[src/rtl/exe_stage.sv]
// Execute stage of the 5-stage LoongArch pipeline: latches the decoded
// instruction, runs the 12-op ALU, issues data-SRAM requests and forwards results.
module exe_stage #(
  parameter int DS_TO_ES_BUS_WD = 150,
  parameter int ES_TO_MS_BUS_WD = 71,
  parameter int ES_FWD_BUS_WD   = 39
) (
  input  logic                       clk,
  input  logic                       reset,
  input  logic                       ms_allowin,
  output logic                       es_allowin,
  input  logic                       ds_to_es_valid,
  input  logic [DS_TO_ES_BUS_WD-1:0] ds_to_es_bus,
  output logic                       es_to_ms_valid,
  output logic [ES_TO_MS_BUS_WD-1:0] es_to_ms_bus,
  output logic [ES_FWD_BUS_WD-1:0]   es_fwd_bus,
  output logic                       data_sram_en,
  output logic [3:0]                 data_sram_we,
  output logic [31:0]                data_sram_addr,
  output logic [31:0]                data_sram_wdata
);

  logic                       es_valid_q, es_valid_d;
  logic [DS_TO_ES_BUS_WD-1:0] bus_q, bus_d;
  logic                       es_ready_go;
  logic                       fire;

  logic [11:0] alu_op;
  logic        res_from_mem, src1_is_pc, src2_is_imm, gr_we, mem_we;
  logic [4:0]  dest;
  logic [31:0] imm, rj_value, rkd_value, pc;
  logic [31:0] src1, src2, alu_result;
  logic [31:0] add_res, sub_res, slt_res, sltu_res;
  logic [31:0] sll_res, srl_res, sra_res;
  logic [4:0]  shamt;
  logic        dest_nz;

  assign es_ready_go    = 1'b1;
  assign es_allowin     = !es_valid_q || (es_ready_go && ms_allowin);
  assign es_to_ms_valid = es_valid_q && es_ready_go;
  assign fire           = es_to_ms_valid && ms_allowin;

  always_comb begin
    es_valid_d = es_valid_q;
    bus_d      = bus_q;
    if (es_allowin) es_valid_d = ds_to_es_valid;
    if (ds_to_es_valid && es_allowin) bus_d = ds_to_es_bus;
  end

  // The instruction register is intentionally not reset: it is ignored while es_valid_q is low.
  always_ff @(posedge clk) begin
    if (reset) es_valid_q <= 1'b0;
    else       es_valid_q <= es_valid_d;
    bus_q <= bus_d;
  end

  assign {alu_op, res_from_mem, src1_is_pc, src2_is_imm, gr_we, mem_we,
          dest, imm, rj_value, rkd_value, pc} = bus_q;

  assign src1  = src1_is_pc  ? pc  : rj_value;
  assign src2  = src2_is_imm ? imm : rkd_value;
  assign shamt = src2[4:0];

  assign add_res  = src1 + src2;
  assign sub_res  = src1 - src2;
  assign slt_res  = {31'd0, $signed(src1) < $signed(src2)};
  assign sltu_res = {31'd0, src1 < src2};
  assign sll_res  = src1 << shamt;
  assign srl_res  = src1 >> shamt;
  assign sra_res  = $unsigned($signed(src1) >>> shamt);

  // One-hot select as an AND-OR mux so an all-zero op yields zero.
  always_comb begin
    alu_result = ({32{alu_op[0]}}  & add_res)
               | ({32{alu_op[1]}}  & sub_res)
               | ({32{alu_op[2]}}  & slt_res)
               | ({32{alu_op[3]}}  & sltu_res)
               | ({32{alu_op[4]}}  & (src1 & src2))
               | ({32{alu_op[5]}}  & ~(src1 | src2))
               | ({32{alu_op[6]}}  & (src1 | src2))
               | ({32{alu_op[7]}}  & (src1 ^ src2))
               | ({32{alu_op[8]}}  & sll_res)
               | ({32{alu_op[9]}}  & srl_res)
               | ({32{alu_op[10]}} & sra_res)
               | ({32{alu_op[11]}} & src2);
  end

  assign es_to_ms_bus = {res_from_mem, gr_we, dest, alu_result, pc};

  // Memory requests only on the hand-off cycle so a stalled store writes exactly once.
  assign data_sram_en    = fire && (res_from_mem || mem_we);
  assign data_sram_we    = (fire && mem_we) ? 4'hf : 4'h0;
  assign data_sram_addr  = alu_result;
  assign data_sram_wdata = rkd_value;

  assign dest_nz    = (dest != 5'd0);
  assign es_fwd_bus = {es_valid_q && gr_we && !res_from_mem && dest_nz,
                       es_valid_q && gr_we &&  res_from_mem && dest_nz,
                       dest, alu_result};

endmodule

[config.mk]
export PLATFORM = sky130hd
export DESIGN_NAME = exe_stage
export DESIGN_NICKNAME = d
export VERILOG_FILES = /design/src/rtl/exe_stage.sv
export SDC_FILE = /design/constraint.sdc
export NUM_CORES = 1
export LEC_CHECK = 0
export BUFFER_PORTS_ARGS = -buffer_cell sky130_fd_sc_hd__buf_2
export CAP_MARGIN = 10
export CELL_PAD_IN_SITES_DETAIL_PLACEMENT = 0
export CELL_PAD_IN_SITES_GLOBAL_PLACEMENT = 1
export CORE_ASPECT_RATIO = 0.9
export CORE_UTILIZATION = 39
export DETAILED_ROUTE_END_ITERATION = 6
export GPL_TIMING_DRIVEN = 1
export PLACE_DENSITY_LB_ADDON = 0.1
export SLEW_MARGIN = 15
export SYNTH_ARGS = -nofsm -noshare
export SYNTH_HDL_FRONTEND = slang
export SYNTH_SLANG_ARGS = --single-unit
export TNS_END_PERCENT = 5
[constraint.sdc]
create_clock -name clk -period 5.3 [get_ports clk]
set_input_delay 1.06 -clock clk [delete_from_list [all_inputs] [get_ports clk]]
set_output_delay 1.06 -clock clk [all_outputs]
set_load 0.005 [all_outputs]
==> metrics.md <==
| Metric | Value |
|---|---|
| Dominant synthesized flop cell | edfxtp_1 |
| Die span in y | 193 µm |
| Post-layout nets | 2237 |
| Proportion of layout cells with a drive suffix above 1 | 0.364 |
| CTS max path bufs | 2 |
| DRC Markers | 0 |
| Cell internal pwr | 2.99 mW |
| First-pass GRT wire length | 94400 µm |
| Detailed Routing Iterations Pass 1 | 6 |
| Mapped Cells | 1732 |
| Gr ovfl total | 0 |
| Seq pwr share | 0.285 |
| Number of vias per cell | between 5 and 6 |
| WP data required | ~4200 ps |
| F_max | 187 MHz |
| Final hold viol count | 0 |
| Pin count of the biggest net entering global routing | 85 |
| Switching power | between 2 and 2.5 mW |
| Horiz. Die Dim | 214 µm |
| CP Data Arrival Time | 4290 ps |
| Top Ports | 335 |
| Post-route antenna net violation count | 0 |
| Port-buffer cells | 334 |
| Class of the most critical setup path | reg2out |
| Vias in the first global route | between 10000 and 15000 |
| Fin crit period | approximately 5300 ps |
| Pwr dens | 266 nW/µm² |
| Yosys warns | 0 |
| Core Area | 39700 µm² |
| Number of synthesized flops with an enable pin | 150 |
| WL/cell | 26.3 µm |
| Max-cap check violation count | 0 |
| Crit path max-delay cell type | a2111oi_4 |
| H-Tree Depth | 4 |
| Clock Sink Count | roughly 150 |
| Startpoint Class | register |
| RD Place Congestion | 0.984 |
| Average cell area after synthesis | 9.11 µm² |
| Switching Fraction | 0.413 |
| Initial antenna violation count | 0 |
| Worst slew pin tran | 1010 ps |
| Post-Syn Area | 15800 µm² |
| Clock Skew | 9.38 ps |
| Combinational share of power | 0.482 |
| Clock slew at reported path FFs | 70 ps |
| Crit end category | output port |
| Total global-route track usage | 0.312 |
| Starting density of the core | 0.397 |
| Crit-path max cell delay | approximately 420 ps |
| Post-synth ARST share | 0 |
| Sequential area share after synthesis | 0.287 |
| Violated checks | negative setup slack |
| N_diodes | 0 |
| Mux contribution to synthesized area | 0.174 |
| DIE AREA | 41300 µm² |
| CP cell instances | buf_12 > buf_12 > mux2i_1 > buf_4 > inv_1 > ha_1 > a2111oi_4 > o21ai_4 > a41o_1 > nand3_1 > o211ai_1 > buf_4 > o41a_1 > a221o_1 > a21o_1 > buf_2 |
| Final WL | between 60000 and 70000 µm |
| Post-synthesis compound-gate area fraction | 0.204 |
| Final setup violating endpoints | 12 |
| Status | complete, but fails checks |
| Crit-path max FO | 9 |
| Worst VDD drop | between 200 and 250 µV |
| Final setup margin | -47.5 ps |
| Leakage | 8.03 nW |
| Via count | 15000 |
| DR iter-0 viols | approximately 1400 |
| WHS | 578 ps |
| Area grow syn2layout | 21.5% |
| Cell Rows | 69 |
| Hold/Removal Path Class | reg2reg |
| Post-synthesis register bit count | about 150 |
| Post-DP HPWL | 51200 µm |
| Clk_lat worst skew | 460 ps |
| Adder-Cell Fraction of Synth Area | 0.0794 |
| CTS tree | yes |
| Final TNS setup | -356 ps |
| Max-slew headroom | 0.328 |
| Tcrit/Tclk final | 1.01 |
| Final Max Slew Viols | 0 |
| Xor-xnor portion of the synthesized cell area | 0.0150 |
| Clock power frac | 0.233 |
| CTS buffer count | 17 |
| Synth Net Count | slightly below 2000 |
| Hold buffer count at CTS | 0 |
| Root Buffer | clkbuf_16 |
| RSZ-0062 raised after global routing | true |
| Cell variety after synth | 88 |
| Synth Area in Simple Gates | 0.114 |
| Largest family of logic cells by synthesized area | compound AO/OA/AOI/OAI gates |
-- kinds of logic (layout without fill, tap and decap cells) --
| kind of cell | Yosys count | after routing |
|---|---|---|
| AO/OA/AOI/OAI | 453 | 453 |
| XOR/XNOR | 27 | 27 |
| adder cells (fa/ha/maj) | 99 | 99 |
| buffers and inverters | 359 | 624 |
| flip-flops | 151 | 151 |
| multiplexers | 250 | 250 |
| AND/OR/NAND/NOR | 393 | 393 |
-- worst paths after layout --
| path | start | to | slack [ps] | depth (start not counted) |
|---|---|---|---|---|
| hold reg to reg | es_to_ms_valid | es_to_ms_valid | 580 | 2 |
| hold / removal | es_to_ms_valid | es_to_ms_valid | 580 | 2 |
| setup / recovery | bus_q[136] | es_to_ms_bus[60] | -50 | 16 |
| setup reg to reg | es_to_ms_valid | bus_q[71] | 3480 | 3 |
-- placed cells by master (no fill, tap or decap), drive strengths merged, types with 16 or more instances in the layout --
cell type,Yosys,final
a211oi,28,28
a21o,16,16
a21oi,88,88
a221oi,25,25
a22oi,27,27
buf,193,488
clkbuf,65,21
edfxtp,150,150
ha,97,97
inv,99,106
mux2,62,62
mux2i,184,184
nand2,150,150
nand2b,16,16
nand3,42,42
nor2,86,86
nor3,28,28
o211ai,39,39
o21ai,73,73
xnor2,22,22
-- final cells by class --
cell class	count	area (µm²)
Tap cell	532	666
Inverter	101	382
Fill cell	3793	20500
Clock buffer	18	429
Multi-Input combinational cell	1222	9960
Timing Repair Buffer	491	3090
Clock inverter	14	131
Sequential cell	151	4520
-- flip-flops by register name, summed over array words and instances (netlist names) --
name,flops
bus_q,150
es_to_ms_valid,1
-- power by group through the flow --
stage / sequential, mW / combinational (mW) / clock [mW]
after CTS: 1.45 / 2.32 / 1.22
after detailed placement: 1.48 / 2.21 / 0
after global placement: 1.48 / 2.22 / 0
after global routing: 1.46 / 2.60 / 1.27
final: 1.45 / 2.46 / 1.19
after floorplan: 1.46 / 1.45 / 0
-- per-stage QoR --
step	util	instances	total power [mW]	area, µm²	setup WS (ps)
after CTS	0.471	2521	4.99	18700	-13.6
after detailed placement	0.444	2476	3.69	17600	-27.2
after global routing	0.483	2529	5.33	19200	-160
final	0.483	2529	5.10	19200	-47.5
after floorplan	-	1732	2.90	15800	107
after global placement	0.444	2476	3.70	17600	-43.3
-- worst max-delay path: cells and delay by family, from the launching register on --
kind / cells / cell delay (ps)
adder cells (fa/ha/maj): 1 / 300
AND/OR/NAND/NOR: 1 / 110
buffers and inverters: 6 / 940
flip-flops: 1 / 410
multiplexers: 1 / 170
AO/OA/AOI/OAI: 7 / 1870
-- cell usage after synthesis, types with 8 or more instances --
cell type,count,share of area
o21ai_0,64,0.020
a21o_1,16,0.0076
a31oi_1,15,0.0059
mux2i_2,16,0.014
xnor2_1,22,0.012
o211ai_1,39,0.019
a221o_1,14,0.0089
or3_1,9,0.0036
a22oi_1,26,0.012
a211oi_1,28,0.013
mux2i_1,164,0.10
o221ai_1,13,0.0072
nor4_1,8,0.0032
o2111ai_1,9,0.0050
buf_2,27,0.0086
nor3_1,28,0.0089
a21oi_1,88,0.028
o21ai_1,9,0.0029
nor2_1,86,0.020
o22ai_1,10,0.0040
inv_1,92,0.022
o31ai_1,9,0.0043
nand2b_1,16,0.0063
ha_1,97,0.077
nand2_1,150,0.036
mux2_2,60,0.043
clkbuf_1,65,0.015
nor2b_1,12,0.0048
buf_1,12,0.0029
a221oi_1,24,0.013
nand3_1,42,0.013
buf_4,145,0.069
edfxtp_1,150,0.29
nand4_1,14,0.0055
o21a_1,8,0.0038
and3_1,8,0.0032
-- routing by layer --
| metal | GRT usage | up-vias | wire length (µm) |
|---|---|---|---|
| li1 | - | 6813 | - |
| met1 | 0.417 | 7327 | 29100 |
| met2 | 0.493 | 740 | 30000 |
| met3 | 0.0553 | 117 | 4770 |
| met4 | 0.140 | 0 | 2740 |
| met5 | 0 | - | 0 |
-- repair_timing --
action / in CTS / in global routing
gates resized for setup: 73 / 87
pin swaps: 17 / 26
setup endpoints to repair: 54 / 72
gates cloned: 2 / 1
buffers inserted: 11 / 7
Note: power is estimated with default switching activity, not from simulation.
